<file path="src/rtl/uart_tx_arbiter_if.sv">
// Requester and serializer signals shared by uart_tx_arbiter and its environment.
// The master modport is the arbiter's view; slave is the requester/serializer side.
interface uart_tx_arbiter_if #(
    parameter int unsigned NUM_REQ = 4
);
    localparam int unsigned OWNER_W = $clog2(NUM_REQ);

    logic [NUM_REQ-1:0]   i_req_valid;
    logic [8*NUM_REQ-1:0] i_req_byte;
    logic [NUM_REQ-1:0]   o_req_ack;
    logic [NUM_REQ-1:0]   o_req_done;
    logic                 o_tx_dv;
    logic [7:0]           o_tx_byte;
    logic                 i_tx_active;
    logic                 i_tx_done;
    logic                 o_busy;
    logic                 o_err;
    logic [OWNER_W-1:0]   o_owner;

    modport master (
        input  i_req_valid, i_req_byte, i_tx_active, i_tx_done,
        output o_req_ack, o_req_done, o_tx_dv, o_tx_byte, o_busy, o_err, o_owner
    );

    modport slave (
        output i_req_valid, i_req_byte, i_tx_active, i_tx_done,
        input  o_req_ack, o_req_done, o_tx_dv, o_tx_byte, o_busy, o_err, o_owner
    );
endinterface

</file>
<file path="src/rtl/uart_tx_arbiter.sv">
// Round-robin arbiter sharing one UART serializer among NUM_REQ byte sources,
// with a launch handshake, per-requester completion pulses and a hang watchdog.
module uart_tx_arbiter #(
    parameter int unsigned NUM_REQ      = 4,
    parameter int unsigned CLKS_PER_BIT = 217,
    parameter int unsigned TIMEOUT_CLKS = CLKS_PER_BIT * 12
) (
    input  logic              i_clk,
    input  logic              i_rst,
    uart_tx_arbiter_if.master bus
);
    localparam int unsigned OWNER_W = $clog2(NUM_REQ);
    localparam int unsigned CNT_W   = $clog2(TIMEOUT_CLKS + 1);
    localparam logic [CNT_W-1:0] CNT_LAST = CNT_W'(TIMEOUT_CLKS - 1);

    typedef enum logic [1:0] {
        IDLE,
        WAIT_ACTIVE,
        WAIT_DONE,
        GAP
    } state_t;

    state_t               state;
    logic [NUM_REQ-1:0]   req_ack;
    logic [NUM_REQ-1:0]   req_done;
    logic                 tx_dv;
    logic [7:0]           tx_byte;
    logic                 err;
    logic [OWNER_W-1:0]   owner;
    logic [CNT_W-1:0]     cnt;

    logic                 grant_any;
    logic [OWNER_W-1:0]   grant_idx;
    logic [OWNER_W-1:0]   cand;

    function automatic logic [NUM_REQ-1:0] onehot(input logic [OWNER_W-1:0] idx);
        onehot      = '0;
        onehot[idx] = 1'b1;
    endfunction

    // Search starts just after the last owner, so the previous winner is checked last.
    always_comb begin
        grant_any = 1'b0;
        grant_idx = owner;
        cand      = owner;
        for (int unsigned k = 1; k <= NUM_REQ; k++) begin
            cand = OWNER_W'((32'(owner) + k) % NUM_REQ);
            if (!grant_any && bus.i_req_valid[cand]) begin
                grant_any = 1'b1;
                grant_idx = cand;
            end
        end
    end

    always_ff @(posedge i_clk) begin
        if (i_rst) begin
            state    <= IDLE;
            req_ack  <= '0;
            req_done <= '0;
            tx_dv    <= 1'b0;
            tx_byte  <= '0;
            err      <= 1'b0;
            owner    <= OWNER_W'(NUM_REQ - 1);
            cnt      <= '0;
        end else begin
            req_ack  <= '0;
            req_done <= '0;
            tx_dv    <= 1'b0;
            err      <= 1'b0;
            case (state)
                IDLE: begin
                    if (grant_any && !bus.i_tx_active) begin
                        tx_byte <= bus.i_req_byte[{grant_idx, 3'b000} +: 8];
                        tx_dv   <= 1'b1;
                        req_ack <= onehot(grant_idx);
                        owner   <= grant_idx;
                        cnt     <= '0;
                        state   <= WAIT_ACTIVE;
                    end
                end
                WAIT_ACTIVE, WAIT_DONE: begin
                    if (cnt != CNT_LAST) begin
                        cnt <= cnt + 1'b1;
                    end
                    // A done seen in the timeout cycle still counts as success.
                    if (bus.i_tx_done) begin
                        req_done <= onehot(owner);
                        state    <= GAP;
                    end else if (cnt == CNT_LAST) begin
                        err   <= 1'b1;
                        state <= GAP;
                    end else if (state == WAIT_ACTIVE && bus.i_tx_active) begin
                        state <= WAIT_DONE;
                    end
                end
                GAP: state <= IDLE;
                default: state <= IDLE;
            endcase
        end
    end

    assign bus.o_req_ack  = req_ack;
    assign bus.o_req_done = req_done;
    assign bus.o_tx_dv    = tx_dv;
    assign bus.o_tx_byte  = tx_byte;
    assign bus.o_err      = err;
    assign bus.o_owner    = owner;
    assign bus.o_busy     = (state != IDLE);
endmodule

</file>
<file path="src/flat_wrapper.sv">
// flat-port wrapper written by rule: the top's interface ports become plain ports
module uart_tx_arbiter_flat 
#(
    parameter int unsigned NUM_REQ      = 4,
    parameter int unsigned CLKS_PER_BIT = 217,
    parameter int unsigned TIMEOUT_CLKS = CLKS_PER_BIT * 12
)
  (i_clk, i_rst, bus_i_req_valid, bus_i_req_byte, bus_i_tx_active, bus_i_tx_done, bus_o_req_ack, bus_o_req_done, bus_o_tx_dv, bus_o_tx_byte, bus_o_busy, bus_o_err, bus_o_owner);
  uart_tx_arbiter_if #(.NUM_REQ(NUM_REQ)) bus_i ();
  input  logic i_clk;
  input  logic i_rst;
  input wire logic [$bits(bus_i.i_req_valid)-1:0] bus_i_req_valid;
  input wire logic [$bits(bus_i.i_req_byte)-1:0] bus_i_req_byte;
  input wire logic [$bits(bus_i.i_tx_active)-1:0] bus_i_tx_active;
  input wire logic [$bits(bus_i.i_tx_done)-1:0] bus_i_tx_done;
  output wire logic [$bits(bus_i.o_req_ack)-1:0] bus_o_req_ack;
  output wire logic [$bits(bus_i.o_req_done)-1:0] bus_o_req_done;
  output wire logic [$bits(bus_i.o_tx_dv)-1:0] bus_o_tx_dv;
  output wire logic [$bits(bus_i.o_tx_byte)-1:0] bus_o_tx_byte;
  output wire logic [$bits(bus_i.o_busy)-1:0] bus_o_busy;
  output wire logic [$bits(bus_i.o_err)-1:0] bus_o_err;
  output wire logic [$bits(bus_i.o_owner)-1:0] bus_o_owner;
  assign bus_i.i_req_valid = bus_i_req_valid;
  assign bus_i.i_req_byte = bus_i_req_byte;
  assign bus_i.i_tx_active = bus_i_tx_active;
  assign bus_i.i_tx_done = bus_i_tx_done;
  assign bus_o_req_ack = bus_i.o_req_ack;
  assign bus_o_req_done = bus_i.o_req_done;
  assign bus_o_tx_dv = bus_i.o_tx_dv;
  assign bus_o_tx_byte = bus_i.o_tx_byte;
  assign bus_o_busy = bus_i.o_busy;
  assign bus_o_err = bus_i.o_err;
  assign bus_o_owner = bus_i.o_owner;
  uart_tx_arbiter #(.NUM_REQ(NUM_REQ), .CLKS_PER_BIT(CLKS_PER_BIT), .TIMEOUT_CLKS(TIMEOUT_CLKS)) u_core (.i_clk(i_clk), .i_rst(i_rst), .bus(bus_i));
endmodule
</file>
<file path="config.mk">
export PLATFORM = sky130hd
export DESIGN_NAME = uart_tx_arbiter_flat
export DESIGN_NICKNAME = d
export VERILOG_FILES = /design/src/rtl/uart_tx_arbiter_if.sv /design/src/rtl/uart_tx_arbiter.sv /design/src/flat_wrapper.sv
export SDC_FILE = /design/constraint.sdc
export NUM_CORES = 1
export LEC_CHECK = 0
export ABC_AREA = 1
export CAP_MARGIN = 20
export CORE_MARGIN = 2
export CORE_UTILIZATION = 53
export CTS_BUF_LIST = sky130_fd_sc_hd__clkbuf_16
export DETAILED_ROUTE_END_ITERATION = 6
export GPL_ROUTABILITY_DRIVEN = 0
export PLACE_DENSITY = 0.86
export SYNTH_ARGS = -nofsm -noshare
export SYNTH_HDL_FRONTEND = slang
export SYNTH_SLANG_ARGS = --single-unit
</file>
<file path="constraint.sdc">
create_clock -name i_clk -period 5.45 [get_ports i_clk]
set_clock_uncertainty 0.15 [all_clocks]
set_input_delay 1.09 -clock i_clk [delete_from_list [all_inputs] [get_ports i_clk]]
set_output_delay 1.09 -clock i_clk [all_outputs]
set_load 0.03 [all_outputs]
</file>
==> qor.tcl <==
set qor(status) {complete, no violations}
set qor(setup.worst_path.end_class) {output pin}
set qor(finalCriticalPeriod_ps) 3080
set qor(worst_path_largest_cell_delay_ps) 800
set qor(path_depth) 1
set qor(clockRootBuffer) {sky130_fd_sc_hd__clkbuf_16}
set qor(clk_latency_ps) 280
set qor(timing.fmax_mhz) 325
set qor(placement.setup.worst_slack_ps) 2320
set qor(setup-tns-final_ps) 0
set qor(place.detailed.hpwl_microns) 4320
set qor(synth_warnings) 0
set qor(numCtsBuffers) 5
set qor(grt_setup_unrepaired) {false}
set qor(synth_sequential_area_ratio_pct) 28.9
set qor(cts_hold_buffers) 0
set qor(first_pass_iters) 5
set qor(dieHeight_microns) 70.7
set qor(layout.cells.most_common_list) {78 x sky130_fd_sc_hd__nand3_1, 71 x sky130_fd_sc_hd__nand2_1, 60 x sky130_fd_sc_hd__clkdlybuf4s50_1}
set qor(critical_path.slowest_cell) {sky130_fd_sc_hd__clkdlybuf4s50_1}
set qor(design.final.nets) 442
set qor(wl_per_cell_microns) 13.2
set qor(clock_sinks) 34
set qor(global_route_wire_length_before_repair_microns) 9930
set qor(via_count_of_the_routed_design) 2501
set qor(synthDistinctLibCells) 32
set qor(finalHoldViolCount) 0
set qor(synthesis.area_sq_um) 2360
set qor(num_rows) 24
set qor(floorplan.initialDensity_pct) 54.5
set qor(mappedNetlistNets) 388
set qor(worst_setup_path_startpoint) {u_core.bus.o_owner[0]$_SDFFE_PP1P_}
set qor(cts-htree-levels) 2
set qor(postRouteWirelength_microns) 5890
set qor(worstSetupPathType) {flop to output pin}
set qor(cap_viol_max_count) 0
set qor(max-vdd-ir-drop_mv) 0.395
set qor(worst_slew_margin_rel_pct) 45.9
set qor(tritoncts) {built}
set qor(p_per_area_nw_per_um2) 615
set qor(timing.rr.start) {u_core.bus.o_owner[0]$_SDFFE_PP1P_}
set qor(arrival_ps) 1840
set qor(drtAntennaViolNets) 0
set qor(nature_of_the_critical_path_startpoint) {flop}
set qor(crit_path_leading_delay_family) {buffers and inverters}
set qor(report.final.setup_viol) 0
set qor(die-width_microns) 70.7
set qor(fp.coreArea_sq_um) 4320
set qor(drive_gt1_share_pct) 15.4
set qor(top_level_i_o_count) 61
set qor(cp.buffers_inverters) 1
set qor(min-delay-start) {u_core.bus.o_tx_byte[1]$_SDFFE_PP0P_}
set qor(initialDrtViolationCount) 234
set qor(final_critical_path_setup_slack_ps) 2370
set qor(worst-slew-pin-transition_ps) 809
set qor(whs_path_depth) 2
set qor(final.period_utilization_pct) 56.4
set qor(post-cts-setup-buffer-count) 0
set qor(final_common_cell) {sky130_fd_sc_hd__nand3_1}
set qor(vias_in_the_first_global_route) 2357
set qor(cts_buffer_depth) 2
set qor(required_ps) 4210
set qor(diode_insertion_count_for_antenna_repair) 0
set qor(worst_hold_path_type) {flop to flop}
set qor(antenna_found_initial) 0
set qor(worst_r2r_path_depth) 13
set qor(grt_start_max_net_pins) 18
set qor(die_area_sq_um) 5000
set qor(gate_count_after_technology_mapping) 340
set qor(globalRouteTotalUtil_pct) 24.3
set qor(syn-mean-instance-area_sq_um) 6.93
set qor(synth-seq-cells) 34
set qor(critical_path.cell_chain) {clkdlybuf4s50_1}
set qor(drc) 0
set qor(worst_setup_hold_path_clk_slew_ps) 50
set qor(reported_leakage_power_nw) 1.29
set qor(portBuffers) 60
set qor(areaGrowthSynthToFinish_pct) 29.2
set qor(post_cts_resized) 0
set qor(post_drt_via_cell_ratio) 5.60
set qor(timing_max_transition_violations_final) 0
set qor(overflow) 0
set qor(worst-path-max-fanout) 14
-- cell families (layout without fill, tap and decap cells) --
| kind of cell | Yosys count | after routing | synth area share [%] |
|---|---|---|---|
| simple gates | 228 | 228 | 48.6 |
| buf+inv | 46 | 101 | 10.1 |
| compound gates | 18 | 18 | 6.00 |
| flops | 34 | 34 | 28.9 |
| fa+ha+maj | 8 | 8 | 4.25 |
| xor+xnor | 6 | 6 | 2.23 |
-- cell type report --
cell class	instances	area, sq um
Multi-Input combinational cell	260	1440
Fill cell	366	1280
Tap cell	52	65.1
Sequential cell	34	681
Timing Repair Buffer	60	601
Inverter	33	124
Clock inverter	3	11.3
Clock buffer	5	125
-- registers in the layout, indices dropped and copies added, names as in the netlist --
name and flops:
u_core.cnt 12, u_core.bus.o_tx_byte 8, u_core.bus.o_req_ack 4, u_core.bus.o_req_done 4
u_core.bus.o_owner 2, u_core.state 2, u_core.bus.o_err 1, u_core.bus.o_tx_dv 1
-- Yosys cell counts --
cell | instances | area (sq um)
sky130_fd_sc_hd__nand4_1 | 5 | 31.3
sky130_fd_sc_hd__buf_4 | 2 | 15.0
sky130_fd_sc_hd__nand3_1 | 78 | 390
sky130_fd_sc_hd__ha_1 | 8 | 100
sky130_fd_sc_hd__clkbuf_1 | 3 | 11.3
sky130_fd_sc_hd__nor2_1 | 29 | 109
sky130_fd_sc_hd__a22oi_2 | 1 | 12.5
sky130_fd_sc_hd__or2_2 | 1 | 6.26
sky130_fd_sc_hd__nor3b_1 | 1 | 7.51
sky130_fd_sc_hd__buf_8 | 1 | 15.0
sky130_fd_sc_hd__a21oi_2 | 10 | 87.6
sky130_fd_sc_hd__nand2_1 | 71 | 267
sky130_fd_sc_hd__buf_2 | 1 | 5.00
sky130_fd_sc_hd__nor2_2 | 2 | 12.5
sky130_fd_sc_hd__a21oi_1 | 3 | 15.0
sky130_fd_sc_hd__nand3_2 | 4 | 40.0
sky130_fd_sc_hd__o21ai_2 | 1 | 8.76
sky130_fd_sc_hd__nor4_1 | 1 | 6.26
sky130_fd_sc_hd__nand2_2 | 23 | 144
sky130_fd_sc_hd__nand3_4 | 1 | 17.5
sky130_fd_sc_hd__o21a_1 | 1 | 7.51
sky130_fd_sc_hd__inv_2 | 4 | 15.0
sky130_fd_sc_hd__o21ai_0 | 1 | 5.00
sky130_fd_sc_hd__dfxtp_1 | 34 | 681
sky130_fd_sc_hd__o21ai_1 | 1 | 5.00
sky130_fd_sc_hd__xor2_1 | 6 | 52.6
sky130_fd_sc_hd__buf_6 | 6 | 67.6
sky130_fd_sc_hd__clkinv_1 | 1 | 3.75
sky130_fd_sc_hd__inv_1 | 28 | 105
sky130_fd_sc_hd__nand2_4 | 7 | 78.8
sky130_fd_sc_hd__nor3_1 | 3 | 15.0
sky130_fd_sc_hd__nor3_2 | 2 | 20.0
-- per-layer routing --
metal	part of all wire, %	track usage [%]	vias to the layer above	wire length [microns]
li1	-	-	1219	-
met1	39	28.4	1126	2310
met2	48	40.2	132	2820
met3	9.8	7.83	24	578
met4	3.1	12.2	0	180
met5	0	0	-	0
-- per-stage QoR --
step                util (%)  instances  instance area (sq um)  total power [mW]  hold WS [ps]
global placement        67.3        439                   2910              1.57           289
detailed placement      67.3        439                   2910              1.59           293
finish                  70.4        447                   3050              1.87           302
global route            70.4        447                   3050              2.01           324
floorplan                  -        340                   2360              1.43           306
CTS                     70.4        447                   3050              1.86           303
-- power breakdown --
group / internal, mW / switching, mW / total [mW]
logic: 0.403 / 0.853 / 1.26
registers: 0.298 / 0.0542 / 0.352
clock network: 0.164 / 0.0997 / 0.264
total: 0.866 / 1.01 / 1.87
-- worst paths after layout --
path | slack [ps] | end
worst min-delay path | 300 | u_core.bus.o_tx_byte[1]$_SDFFE_PP0P_
worst max-delay path | 2370 | bus_o_owner[0]
worst max register to register | 2510 | u_core.bus.o_tx_byte[1]$_SDFFE_PP0P_
worst min register to register | 300 | u_core.bus.o_tx_byte[1]$_SDFFE_PP0P_
Power figures use the tool's default switching activity.
